<file path="src/rtl/trace_tx.sv">
// Retire-trace transmitter: captures WB retire records into a FIFO and
// serializes each one as a fixed 9-byte packet on a valid/ready byte stream.
module trace_tx #(
    parameter int PC_W   = 24,
    parameter int DATA_W = 24,
    parameter int DEPTH  = 8
) (
    input  logic                     iw_clk,
    input  logic                     iw_rst,
    input  logic                     iw_en,
    input  logic                     iw_wb_valid,
    input  logic [PC_W-1:0]          iw_wb_pc,
    input  logic [7:0]               iw_wb_opc,
    input  logic                     iw_wb_wr_en,
    input  logic [3:0]               iw_wb_tgt_gp,
    input  logic [DATA_W-1:0]        iw_wb_result,
    output logic [7:0]               ow_tx_data,
    output logic                     ow_tx_valid,
    input  logic                     iw_tx_ready,
    output logic                     ow_busy,
    output logic [$clog2(DEPTH):0]   ow_fifo_level,
    output logic [7:0]               ow_drop_cnt
);

    localparam int AW = $clog2(DEPTH);
    localparam int LW = AW + 1;

    typedef struct packed {
        logic [PC_W-1:0]   pc;
        logic [7:0]        opc;
        logic              wr_en;
        logic [3:0]        tgt;
        logic [DATA_W-1:0] res;
    } rec_t;

    typedef enum logic {
        IDLE,
        SEND
    } state_t;

    rec_t          mem [DEPTH];
    rec_t          rec_in;
    rec_t          shadow;
    logic          shadow_lost;
    logic [AW-1:0] wr_ptr;
    logic [AW-1:0] rd_ptr;
    logic [LW-1:0] level;
    logic [LW-1:0] level_d;
    logic          lost;
    logic [7:0]    drop_cnt;
    logic          busy_q;
    state_t        state;
    state_t        state_d;
    logic [3:0]    idx;
    logic [3:0]    idx_d;
    logic          pop;
    logic          push_req;
    logic          full;
    logic          push;
    logic          drop;
    logic [7:0]    tx_byte;

    assign rec_in   = '{pc: iw_wb_pc, opc: iw_wb_opc, wr_en: iw_wb_wr_en,
                        tgt: iw_wb_tgt_gp, res: iw_wb_result};
    assign push_req = iw_en & iw_wb_valid;
    assign full     = (level == LW'(DEPTH));
    assign push     = push_req & (~full | pop);
    assign drop     = push_req & full & ~pop;

    // Occupancy after this edge; a simultaneous push and pop cancel out.
    always_comb begin
        level_d = level;
        if (push && !pop) level_d = level + LW'(1);
        else if (pop && !push) level_d = level - LW'(1);
    end

    // FIFO storage; contents are don't-care once pointers reset.
    always_ff @(posedge iw_clk) begin
        if (push) mem[wr_ptr] <= rec_in;
    end

    // Pointers, occupancy, drop counter, sticky lost flag and busy.
    always_ff @(posedge iw_clk) begin
        if (iw_rst) begin
            wr_ptr   <= '0;
            rd_ptr   <= '0;
            level    <= '0;
            drop_cnt <= '0;
            lost     <= 1'b0;
            busy_q   <= 1'b0;
        end else begin
            if (push) wr_ptr <= wr_ptr + AW'(1);
            if (pop) rd_ptr <= rd_ptr + AW'(1);
            level <= level_d;
            if (drop && drop_cnt != 8'hFF) drop_cnt <= drop_cnt + 8'd1;
            if (drop) lost <= 1'b1;
            else if (pop) lost <= 1'b0;
            busy_q <= (state_d == SEND) | (level_d != '0);
        end
    end

    // Shadow copy of the packet in flight, loaded only on a pop.
    always_ff @(posedge iw_clk) begin
        if (iw_rst) begin
            shadow      <= '0;
            shadow_lost <= 1'b0;
        end else if (pop) begin
            shadow      <= mem[rd_ptr];
            shadow_lost <= lost;
        end
    end

    // FSM state and byte index register.
    always_ff @(posedge iw_clk) begin
        if (iw_rst) begin
            state <= IDLE;
            idx   <= '0;
        end else begin
            state <= state_d;
            idx   <= idx_d;
        end
    end

    // Next state: pop when idle, or chain the next packet after B8.
    always_comb begin
        state_d = state;
        idx_d   = idx;
        pop     = 1'b0;
        unique case (state)
            IDLE: begin
                if (level != '0) begin
                    pop     = 1'b1;
                    idx_d   = '0;
                    state_d = SEND;
                end
            end
            SEND: begin
                if (iw_tx_ready) begin
                    if (idx == 4'd8) begin
                        idx_d = '0;
                        if (level != '0) pop = 1'b1;
                        else state_d = IDLE;
                    end else begin
                        idx_d = idx + 4'd1;
                    end
                end
            end
        endcase
    end

    // Byte select from the shadow; zero whenever nothing is in flight.
    always_comb begin
        tx_byte = 8'h00;
        if (state == SEND) begin
            unique case (idx)
                4'd0:    tx_byte = 8'hA5;
                4'd1:    tx_byte = shadow.opc;
                4'd2:    tx_byte = {shadow.wr_en, shadow_lost, 2'b00, shadow.tgt};
                4'd3:    tx_byte = shadow.pc[7:0];
                4'd4:    tx_byte = shadow.pc[15:8];
                4'd5:    tx_byte = shadow.pc[23:16];
                4'd6:    tx_byte = shadow.res[7:0];
                4'd7:    tx_byte = shadow.res[15:8];
                4'd8:    tx_byte = shadow.res[23:16];
                default: tx_byte = 8'h00;
            endcase
        end
    end

    assign ow_tx_data    = tx_byte;
    assign ow_tx_valid   = (state == SEND);
    assign ow_busy       = busy_q;
    assign ow_fifo_level = level;
    assign ow_drop_cnt   = drop_cnt;

endmodule

</file>
<file path="config.mk">
export PLATFORM = sky130hd
export DESIGN_NAME = trace_tx
export DESIGN_NICKNAME = d
export VERILOG_FILES = /design/src/rtl/trace_tx.sv
export SDC_FILE = /design/constraint.sdc
export NUM_CORES = 1
export LEC_CHECK = 0
export CORE_ASPECT_RATIO = 0.9
export CORE_MARGIN = 3
export CORE_UTILIZATION = 54
export CTS_CLUSTER_SIZE = 40
export DETAILED_ROUTE_END_ITERATION = 6
export PLACE_DENSITY = 0.74
export SYNTH_ARGS = -nofsm -noshare
export SYNTH_HDL_FRONTEND = slang
export SYNTH_SLANG_ARGS = --single-unit
</file>
<file path="constraint.sdc">
create_clock -name iw_clk -period 8.8 [get_ports iw_clk]
set_clock_uncertainty 0.1 [all_clocks]
set_input_delay 1.32 -clock iw_clk [delete_from_list [all_inputs] [get_ports iw_clk]]
set_output_delay 1.32 -clock iw_clk [all_outputs]
set_load 0.01 [all_outputs]
</file>
Yosys cells after proc, flatten, opt, wreduce, memory -nomap -nowiden
Memories as Yosys holds them, arrays and structs flattened. A register that Yosys moved wholly into a read port is not among the register bits.
Index checks and enable logic that the tools add are counted.
Widths: inputs -> output; s select.
{ "op_classes": {"addsub": 6, "n_eq_ne": 12, "n_mux": 19, "bitwise": 9, "reduce_logical": 10} }
{ "op_table": {"columns": ["op", "count"], "rows": [
  ["$pmux 8 s9", 1],
  ["$mux 4", 5],
  ["$eq 4x3->1 const B", 4],
  ["$mux 1", 9],
  ["$add 4x1->4 const B", 2],
  ["$add 8x1->8 const B", 1],
  ["$eq 4x2->1 const B", 2],
  ["$eq 4x4->1 const B", 2],
  ["$mux 8", 1],
  ["$ne 8x8->1 const B", 1],
  ["$pmux 4 s2", 1],
  ["$reduce_bool 4->1", 2],
  ["$add 3x1->3 const B", 2],
  ["$and 1x1->1", 4],
  ["$eq 4x1->1 const B", 1],
  ["$logic_not 4->1", 1],
  ["$ne 2x2->1 const B", 2],
  ["$pmux 1 s2", 2],
  ["$sub 4x1->4 const B", 1],
  ["$logic_and 1x1->1", 3],
  ["$not 1->1", 3],
  ["$logic_not 1->1", 2],
  ["$or 1x1->1", 2],
  ["$reduce_and 2->1", 1],
  ["$reduce_bool 2->1", 1]
]} }
{ "totals": {"ff_bits": 26, "ram_bits": 488, "input_bits": 66, "out_inout_bits": 22, "word_cells": 66, "n_memories": 1} }
{ "mem_list": {"columns": ["name", "depth", "word_bits", "rd", "rd_ports_with_merged_regs", "write_ports", "line", "text"], "rows": [
  ["mem", 8, 61, 1, 1, 1, "41", "rec_t mem [DEPTH];"]
]} }

Depth between registers and ports, before layout
{ "depth": {"depth_word": 13, "depth_mapped": 9} }

Worst setup path after synthesis
No wires, ideal clock.
{ "synth_timing": {"kind": "input-to-reg", "start": "input port iw_tx_ready", "end": "memory mem[1][0] in the netlist's numbering (enable)", "setup_time_ps": 652, "arrival_ps": 8022, "required_time_ps": 8048, "setup_slack_ps": 26, "stages": 4, "cell_sequence": "nand4b_4 nand3_1 nand2_1 nor4b_1"} }
{ "synth_between": {"elab_chain_cells": 6} }
{ "synth_rtl": {"columns": ["element", "line", "text"], "rows": [
  ["start: declaration", "19", "input logic iw_tx_ready,"],
  ["$mux 1", "138", "if (iw_tx_ready) begin"],
  ["$pmux 1 s2", "129", "unique case (state)"],
  ["$or 1x1->1", "67", "assign push = push_req & (~full | pop);"],
  ["$and 1x1->1", "67", null],
  ["$mux 1", "79", "if (push) mem[wr_ptr] <= rec_in;"],
  ["$mux 1 (not written as such)", "79", null],
  ["end: declaration", "41", null]
]} }
No other way between the ends.

Worst setup path in the final report
{ "layout_timing": {"start": "register idx[0]", "end": "output port ow_tx_data[7]"} }
{ "layout_between": {"elab_chain_cells": 3, "word_cells_on_any_way": 11, "cone_classes": "eq/ne (8); mux (2); reduce/logical (1)"} }
{ "layout_rtl": {"columns": ["element", "line", "text"], "rows": [
  ["start: declaration", "54", "logic [3:0] idx;"],
  ["start signal: assignment", "120", "idx <= idx_d;"],
  ["$eq 4x4->1 (tied with other cells)", "155", "unique case (idx)"],
  ["$pmux 8 s9 (*)", "155", null],
  ["$mux 8 (*)", "154", "if (state == SEND) begin"],
  ["end: declaration", "17", "output logic [7:0] ow_tx_data,"]
]} }
Every way passes the cells marked *; elsewhere a longest branch is shown, timed or not.

==> flow_metrics.env <==
export IMPL_die_y_um=198
export IMPL_cts_sinks=575
export IMPL_grt_pass1_vias=10700
export IMPL_worstReg2RegEnd="mem[7][3]"
export IMPL_grt_overflow=0
export IMPL_drv_slew=0
export IMPL_portBuffers=87
export IMPL_cts_hold_buf=0
export IMPL_clkTransAtPathRegs_ns=0.06
export IMPL_yosysUniqueCellTypes=53
export IMPL_syn_area_per_cell_um2=19.2
export IMPL_setup_slack_ns=4.10
export IMPL_yosys_area_top_type="edfxtp_1"
export IMPL_gp_routability_congestion=0.791
export IMPL_h_tree_depth=2
export IMPL_io_pin_count=88
export IMPL_post_cts_buffers=0
export IMPL_syn2layout_area_growth_pct=14.0
export IMPL_cp_arrival_ns=3.28
export IMPL_synth_area_um2=22200
export IMPL_layout_common_cells="488 x edfxtp_1, 122 x mux4_2, 93 x nor2_1"
export IMPL_fin_crit_sh_pct=53.4
export IMPL_cellPowerDensity_nw_per_um2=279
export IMPL_crit_fanout=19
export IMPL_grt_max_degree=123
export IMPL_setup_violations=0
export IMPL_critPathKind="flip-flop to output port"
export IMPL_critPathRequiredTime_ns=7.38
export IMPL_rows=69
export IMPL_ys_seq_elements=575
export IMPL_crit_path_end_kind="output port"
export IMPL_viasPerCell=5.97
export IMPL_cts_tree="built"
export IMPL_cts_buffers_inserted=54
export IMPL_nets=1320
export IMPL_fp_dieW_um=220
export IMPL_synth_fp_nets=1230
export IMPL_start_kind="flip-flop"
export IMPL_grt_pass1_wl_um=64500
export IMPL_cts_buffer_depth=3
export IMPL_power_w=0.00706
export IMPL_hpwlAfterDp_um=24800
export IMPL_rsz0062_at_grt="false"
export IMPL_postSynthCellCount=1154
export IMPL_pre_cts_ws_ns=4.06
export IMPL_final_util_pct=63.1
export IMPL_finalWirelength_um=42300
export IMPL_antenna_found_initial=3
export IMPL_status="finished clean"
export IMPL_synth_top_area_share_pct=66.1
export IMPL_hp_class="flip-flop to flip-flop"
export IMPL_tns_ns=0
export IMPL_dr_pass1_iters=5
export IMPL_start_util_pct=55.4
export IMPL_synthFlopType="edfxtp_1"
export IMPL_insertion_delay_ns=0.58
export IMPL_wire_per_inst_um=23.3
export IMPL_route_detailed_drc=0
export IMPL_hold_start="lost"
export IMPL_ir_drop_v=0.000237
export IMPL_cap_violations=0
export IMPL_drive_above_1_share_pct=19.0
export IMPL_antenna_cells=0
export IMPL_drt_iter0_markers=932
export IMPL_num_vias=10900
export IMPL_synth_yosys_seq_area_share_pct=73.9
export IMPL_static_leakage_power_nw=7.78
export IMPL_synthTopCellsByArea="edfxtp_1 66%, mux4_2 12%, dfxtp_1 7.9%"
export IMPL_rrSetupSlack_ns=4.92
export IMPL_worst_pin_slew_ns=1.13
export IMPL_final_area_um2=25300
export IMPL_place_area_um2=23500
export IMPL_slew_headroom_pct=24.7
export IMPL_cts_root_buf="clkbuf_16"
export IMPL_ys_async_sr_fraction_pct=0
export IMPL_max_freq_mhz=213
export IMPL_die_area_um2=43600
export IMPL_crit_reg2reg_launch="idx[0]"
export IMPL_grt_usage_pct=19.8
export IMPL_reg2reg_depth=7
export IMPL_hold_viol=0
export IMPL_cp_endpoint="ow_tx_data[7]"
export IMPL_synth_warnings=0
export IMPL_layout_cells_most_common="edfxtp_1"
export IMPL_startpoint="idx[0]"
export IMPL_hold_path_depth=2
export IMPL_coreArea_um2=40100
export IMPL_final_min_clock_period_ns=4.70
export IMPL_ctsResizeCount=0
export IMPL_ant_nets=0
export IMPL_synth_edf_count=488
## state kept, by name, summed over array words and instances, names as in the netlist
| signal | flops |
|---|---|
| shadow | 61 |
| rd_ptr | 3 |
| idx | 4 |
| lost | 1 |
| ow_tx_valid | 1 |
| mem | 488 |
| shadow_lost | 1 |
| ow_busy | 1 |
| ow_drop_cnt | 8 |
| wr_ptr | 3 |
| ow_fifo_level | 4 |
## cell usage after synthesis (5+ instances only)
library cell / n
a211oi_1: 62
a21oi_1: 19
a22oi_1: 14
a311oi_1: 6
buf_1: 7
buf_2: 24
buf_4: 7
buf_6: 9
clkbuf_1: 26
dfxtp_1: 87
edfxtp_1: 488
ha_1: 10
inv_1: 7
mux2i_1: 64
mux4_2: 122
nand2_1: 18
nand3_1: 10
nor2_1: 94
nor3_1: 7
nor4_1: 5
o21ai_0: 5
xnor2_1: 11
## per-layer routing
metal	wire length (um)	share of wire, %	vias up	track usage [%]
li1	-	-	4891	-
met3	3090	7.3	65	4.17
met1	18500	44	5528	29.3
met4	765	1.8	6	4.41
met2	20000	47	372	31.0
met5	52	0.12	-	0
## final cells by class
type / instances / area (um2)
Tap cell: 532 / 666
Clock buffer: 80 / 1540
Clock inverter: 20 / 204
Multi-Input combinational cell: 499 / 5420
Fill cell: 2723 / 14800
Timing Repair Buffer: 107 / 1030
Sequential cell: 575 / 16400
Inverter: 7 / 26.3
## metrics by stage
stage / std cells / hold slack [ns]
floorplan: 1154 / 0.349
global placement: 1720 / 0.362
detailed placement: 1720 / 0.373
CTS: 1820 / 0.386
global route: 1820 / 0.414
finish: 1820 / 0.386
## worst min-delay path by stage
stage	end	slack [ns]
2_1_floorplan	lost	0.35
3_3_place_gp	lost	0.36
3_5_place_dp	lost	0.37
4_1_cts	lost	0.39
5_1_grt	shadow[59]	0.41
6_report	lost	0.39
## cells by family (layout without fill, tap and decap cells)
family	after synthesis	after routing	share of synthesized area, %
DFF	575	575	73.9
muxes	186	186	15.3
and+or+nand+nor	157	157	3.37
AOI/OAI and AO/OA	132	132	4.43
buffers and inverters	80	214	1.91
xor gates and xnor gates	14	14	0.553
adders and majority gates	10	10	0.564
## critical path, cell delays in order (launching register included)
cell and delay [ns]:
dfxtp_1 0.43, ha_1 0.66, a22o_1 0.25, a2111oi_0 0.06, a311oi_1 0.36, a21oi_1 0.08
nor2_1 0.27, clkdlybuf4s50_1 0.60
## power by group
| group | internal, W | leakage, nW | switching [W] |
|---|---|---|---|
| sequential | 0.00316 | 5.13 | 0.000185 |
| clock | 0.00132 | 0.853 | 0.000942 |
| combinational | 0.000677 | 1.80 | 0.000773 |
| total | 0.00516 | 7.78 | 0.00190 |
No activity file was read; power rests on OpenSTA's default activity.
